**src/rtl/codeword_crc_framer.sv**
```systemverilog
`default_nettype none
// ============================================================================
// Module   : codeword_crc_framer
// Function : Frames a headerless 32-bit codeword stream. Each codeword of
//            CODEWORD_SIZE_IN_32 payload words is emitted as a header word,
//            the unchanged payload, and a CRC-32/MPEG-2 trailer carrying tlast.
// Revision : 1.0  initial release
// ============================================================================
module codeword_crc_framer #(
  parameter int          CODEWORD_SIZE_IN_32 = 65,
  parameter int          NUM_CODEWORDS       = 4,
  parameter logic [15:0] SYNC_WORD           = 16'hA5C3
) (
  input  logic        clk,
  input  logic        rst_n,
  input  logic [31:0] s_axis_tdata,
  input  logic        s_axis_tvalid,
  output logic        s_axis_tready,
  output logic [31:0] m_axis_tdata,
  output logic        m_axis_tvalid,
  output logic        m_axis_tlast,
  input  logic        m_axis_tready,
  output logic [7:0]  blk_seq
);

  localparam logic [7:0]  C_LAST_WORD = 8'(CODEWORD_SIZE_IN_32 - 1);
  localparam logic [7:0]  C_LAST_CW   = 8'(NUM_CODEWORDS - 1);
  localparam logic [31:0] C_CRC_POLY  = 32'h04C1_1DB7;
  localparam logic [31:0] C_CRC_INIT  = 32'hFFFF_FFFF;

  typedef enum logic [1:0] {
    ST_HDR = 2'd0,
    ST_PAY = 2'd1,
    ST_CRC = 2'd2
  } state_t;

  state_t      r_state, w_state_nxt;
  logic [7:0]  r_word_cnt, w_word_cnt_nxt;
  logic [7:0]  r_cw_idx, w_cw_idx_nxt;
  logic [7:0]  r_blk_seq, w_blk_seq_nxt;
  logic [31:0] r_crc, w_crc_nxt;
  logic [31:0] r_tdata;
  logic        r_tvalid;
  logic        r_tlast;
  logic        w_slot_free;
  logic        w_load;
  logic        w_load_last;
  logic [31:0] w_load_data;
  logic [31:0] w_crc_step;

  // One full 32-bit CRC step, bit 31 first, non-reflected, no final XOR.
  function automatic logic [31:0] crc32_word(input logic [31:0] crc, input logic [31:0] data);
    logic [31:0] c;
    c = crc;
    for (int i = 31; i >= 0; i--) begin
      if (c[31] ^ data[i]) c = {c[30:0], 1'b0} ^ C_CRC_POLY;
      else                 c = {c[30:0], 1'b0};
    end
    return c;
  endfunction

  assign w_slot_free   = !r_tvalid || m_axis_tready;
  assign w_crc_step    = crc32_word(r_crc, s_axis_tdata);
  assign m_axis_tdata  = r_tdata;
  assign m_axis_tvalid = r_tvalid;
  assign m_axis_tlast  = r_tlast;
  assign blk_seq       = r_blk_seq;

  // Next-state, counter/CRC updates and output-slot load selection.
  always_comb begin
    w_state_nxt    = r_state;
    w_word_cnt_nxt = r_word_cnt;
    w_cw_idx_nxt   = r_cw_idx;
    w_blk_seq_nxt  = r_blk_seq;
    w_crc_nxt      = r_crc;
    w_load         = 1'b0;
    w_load_last    = 1'b0;
    w_load_data    = r_tdata;
    s_axis_tready  = 1'b0;
    case (r_state)
      ST_HDR: begin
        // Header only goes out once a payload word is actually waiting.
        if (s_axis_tvalid && w_slot_free) begin
          w_load      = 1'b1;
          w_load_data = {SYNC_WORD, r_cw_idx, r_blk_seq};
          w_state_nxt = ST_PAY;
        end
      end
      ST_PAY: begin
        s_axis_tready = w_slot_free;
        if (s_axis_tvalid && w_slot_free) begin
          w_load      = 1'b1;
          w_load_data = s_axis_tdata;
          w_crc_nxt   = w_crc_step;
          if (r_word_cnt == C_LAST_WORD) begin
            w_word_cnt_nxt = 8'd0;
            w_state_nxt    = ST_CRC;
          end else begin
            w_word_cnt_nxt = r_word_cnt + 8'd1;
          end
        end
      end
      ST_CRC: begin
        if (w_slot_free) begin
          w_load      = 1'b1;
          w_load_data = r_crc;
          w_load_last = 1'b1;
          w_crc_nxt   = C_CRC_INIT;
          w_state_nxt = ST_HDR;
          if (r_cw_idx == C_LAST_CW) begin
            w_cw_idx_nxt  = 8'd0;
            w_blk_seq_nxt = r_blk_seq + 8'd1;
          end else begin
            w_cw_idx_nxt  = r_cw_idx + 8'd1;
          end
        end
      end
      default: w_state_nxt = ST_HDR;
    endcase
  end

  // FSM state, counters and running CRC.
  always_ff @(posedge clk or negedge rst_n) begin
    if (!rst_n) begin
      r_state    <= ST_HDR;
      r_word_cnt <= 8'd0;
      r_cw_idx   <= 8'd0;
      r_blk_seq  <= 8'd0;
      r_crc      <= C_CRC_INIT;
    end else begin
      r_state    <= w_state_nxt;
      r_word_cnt <= w_word_cnt_nxt;
      r_cw_idx   <= w_cw_idx_nxt;
      r_blk_seq  <= w_blk_seq_nxt;
      r_crc      <= w_crc_nxt;
    end
  end

  // Output slot: load when free, otherwise drain on tready, otherwise hold.
  always_ff @(posedge clk or negedge rst_n) begin
    if (!rst_n) begin
      r_tdata  <= 32'd0;
      r_tvalid <= 1'b0;
      r_tlast  <= 1'b0;
    end else if (w_load) begin
      r_tdata  <= w_load_data;
      r_tvalid <= 1'b1;
      r_tlast  <= w_load_last;
    end else if (m_axis_tready) begin
      r_tvalid <= 1'b0;
      r_tlast  <= 1'b0;
    end
  end

endmodule
`default_nettype wire

```
**config.mk**
```make
export PLATFORM = sky130hd
export DESIGN_NAME = codeword_crc_framer
export DESIGN_NICKNAME = d
export VERILOG_FILES = /design/src/rtl/codeword_crc_framer.sv
export SDC_FILE = /design/constraint.sdc
export NUM_CORES = 1
export LEC_CHECK = 0
export CORE_AREA = 2 2 119 121
export DETAILED_ROUTE_END_ITERATION = 10
export DIE_AREA = 0 0 121 123
export GPL_TIMING_DRIVEN = 0
export PLACE_DENSITY = 0.77
export SLEW_MARGIN = 20
export SYNTH_ARGS = -nofsm -noshare
export SYNTH_HDL_FRONTEND = slang
export SYNTH_SLANG_ARGS = --single-unit
```
**constraint.sdc**
```tcl
create_clock -name clk -period 8.3 [get_ports clk]
set_input_delay 1.66 -clock clk [delete_from_list [all_inputs] [get_ports clk]]
set_output_delay 1.66 -clock clk [all_outputs]
set_load 0.01 [all_outputs]
```
==> run_results.csv <==
group,metric,value,unit
outcome,status,"finished, final reports clean",
setup_path,max_stage_delay,620,ps
die,floorplan.rows,43,
synthesis,synthFlopType,"dfrtp_1",
setup_path,path_buf_inv,1,
sta,hold_viol_final,0,
setup_path,path_cells,"clkdlybuf4s50_1 -> xnor2_2 -> xnor3_2 -> xor3_2 -> xnor3_2 -> xnor2_4 -> xor3_2 -> xnor3_2 -> xor2_1 -> a21oi_1",
worst_hold_path,min_to,"m_axis_tdata[20]",
worst_hold_path,min_path_type,"flop to flop",
placed_design,gp_congestion,0.946,
clocking,cts_buffer_depth,2,
setup_path,r2r-end,"r_crc[11]",
die,fp.dieH,123,um
sta,timing.fmax,172,MHz
synthesis,synth_area_leaders,"dfrtp_1 20%, xnor2_1 18%, dfstp_2 11%",
layout,drive_gt1_share,12.8,%
setup_path,reg2reg_depth,9,
setup_path,critPathSlowestCell,"xor3_2",
clocking,clockRootBuffer,"clkbuf_16",
setup_path,cp_top_family,"XOR/XNOR gates",
setup_path,r2r_setup_slack,3880,ps
synthesis,synth.top_cell.area_share,20.4,%
clocking,clkTransAtPathRegs,70,ps
layout,nFillCells,1052,
sta,slew_headroom,51.1,%
sta,slew_viol_final,0,
synthesis,ys_ff_latch,92,
synthesis,synth_fp_nets,723,
die,num_io_pins,79,
setup_path,critPathKind,"primary input to flop",
setup_path,endpoint_kind,"flop",
synthesis,syn_area,0.00737,mm2
clocking,post_cts_resized,0,
layout,layout.nets,813,
clocking,htreeDepth,3,
placed_design,dp_cells,938,
detailed_routing,post_drt_via_cell_ratio,5.64,
detailed_routing,vias,5381,
detailed_routing,dr.pass1.iters,5,
detailed_routing,ant_nets,0,
die,initial_core_util,54.2,%
layout,area_delta_synth_final,18.0,%
detailed_routing,drt_wl_total,19.7,mm
setup_path,cp_common_cell,"xnor3_2",
clocking,cts_setup_buffers,0,
grt,grtUsageTotal,27.6,%
synthesis,synth_cell_types,42,
die,die_area,0.0149,mm2
die,die_w,121,um
setup_path,path_max_fanout,5,
grt,grt_pass1_wl,30.6,mm
clocking,cts_hold_buf,0,
grt,grt_overflow,0,
grt,grt_start_max_net_pins,49,
setup_path,r2r_start,"r_crc[29]",
worst_hold_path,holdPathStages,2,
placed_design,hpwlAfterDp,15.7,mm
synthesis,synth_edf_count,0,
placed_design,io_buffers,78,
synthesis,synth_warnings,0,
sta,period_minus_slack,5810,ps
clocking,clkLatencyLatePin,360,ps
clocking,cts_buffers,9,
detailed_routing,wl_per_cell,20.7,um
synthesis,async_reset_ff_share,100,%
grt,antenna_found_initial,0,
layout,fin_util,63.9,%
grt,grt_pass1_vias,5481,
detailed_routing,drt_iter0_markers,482,
sta,fin_setup_tns,0,ps
setup_path,cp.arrival,6080,ps
synthesis,avgSynthCellArea,10.9,um2
clocking,cts_tree,"built",
flow_run,drv_cap,0,
sta,setup_viol,0,
worst_hold_path,min-delay-start,"m_axis_tdata[20]",
setup_path,critPathLaunchType,"primary input",
layout,fin_cells,954,
sta,min_period_over_period,69.9,%
sta,fin_worst_skew,12.9,ps
layout,antenna_cells,0,
clocking,clock-sinks,92,
synthesis,synth_area_leader_cell,"dfrtp_1",
detailed_routing,drc,0,
setup_path,required,8580,ps
synthesis,seq_area_frac_synth,31.8,%
die,core,0.0136,mm2
sta,rsz0062_at_grt,"no",
synthesis,synth_cells,679,
sta,tightest_slew,731,ps
## logic make-up (layout without fill, tap and decap cells)
group / Yosys count / after routing / synth area share, %
muxes: 3 / 3 / 0.441
DFF: 92 / 92 / 31.8
xor gates and xnor gates: 276 / 276 / 45.9
buffers and inverters: 33 / 128 / 1.95
and+or+nand+nor: 147 / 147 / 8.45
AOI/OAI and AO/OA: 120 / 120 / 10.1
adders and majority gates: 8 / 8 / 1.36
## cell usage in the layout, fill, tap and decap left out, drive strengths merged, types with 18 or more instances in the layout
cell type and count:
xnor2 174, clkdlybuf4s50 77, nand2 64, dfrtp 60, xor2 56, nor2 46, xnor3 41, o21ai 37
dfstp 32, clkbuf 31, a21oi 29, a22oi 24, nand3 18
## worst max path at each step
stage / startpoint / endpoint / slack (ps) / cells after the start
after floorplan: s_axis_tdata[29] / r_crc[11] / 3350 / 9
after detailed placement: s_axis_tdata[29] / r_crc[11] / 2170 / 10
after CTS: s_axis_tdata[29] / r_crc[11] / 2530 / 10
after global routing: s_axis_tdata[29] / r_crc[11] / 2390 / 10
final: s_axis_tdata[29] / r_crc[11] / 2490 / 10
after global placement: s_axis_tdata[29] / r_crc[11] / 2210 / 10
## through the flow
step / hold WS, ps / instance area, um2 / worst slack (ps)
global placement: 462 / 8380 / 2210
floorplan: 447 / 7370 / 3350
CTS: 487 / 8700 / 2530
detailed placement: 472 / 8410 / 2170
finish: 485 / 8700 / 2490
global route: 505 / 8700 / 2390
## metal layers
layer / wire length, um / GRT usage, % / vias to the layer above
li1: - / - / 2486
met1: 8680 / 37.9 / 2681
met2: 9650 / 45.4 / 175
met3: 940 / 4.20 / 39
met4: 449 / 8.14 / 0
met5: 0 / 0 / -
## tightest hold or removal path, cell delays in order, from the launching register on
cell     delay, ps
dfrtp_1        350
nand2_1         50
nand2_1         60
## sequential cells by signal, indices dropped and copies added (netlist names)
name	count
m_axis_tdata	32
r_crc	32
blk_seq	8
r_cw_idx	8
r_word_cnt	8
r_state	2
m_axis_tlast	1
m_axis_tvalid	1
## cell type report
cell class,instances,area (um2),share of cell area (%)
Timing Repair Buffer,79,806,9.26
Clock inverter,7,68.8,0.791
Buffer,27,121,1.40
Inverter,6,22.5,0.259
Tap cell,180,225,2.59
Sequential cell,92,2340,26.9
Clock buffer,9,225,2.59
Multi-Input combinational cell,554,4890,56.2
## synthesized netlist by cell type (3+ instances only)
master / n
a22o_1: 8
nand2_1: 64
a21oi_1: 29
ha_1: 8
dfstp_2: 32
xnor2_1: 151
inv_1: 6
buf_1: 5
a31oi_1: 8
nand3_1: 18
xor2_1: 54
o22a_1: 8
dfrtp_1: 60
xnor2_2: 13
nor2_1: 46
a22oi_1: 24
xnor3_2: 14
xnor3_1: 25
and3_1: 5
xor3_2: 3
o21ai_0: 37
xnor2_4: 10
nand4_1: 5
clkbuf_1: 20
Power is not shown: default switching activity piles up to over one toggle a cycle in this logic, so the estimate is an artifact.
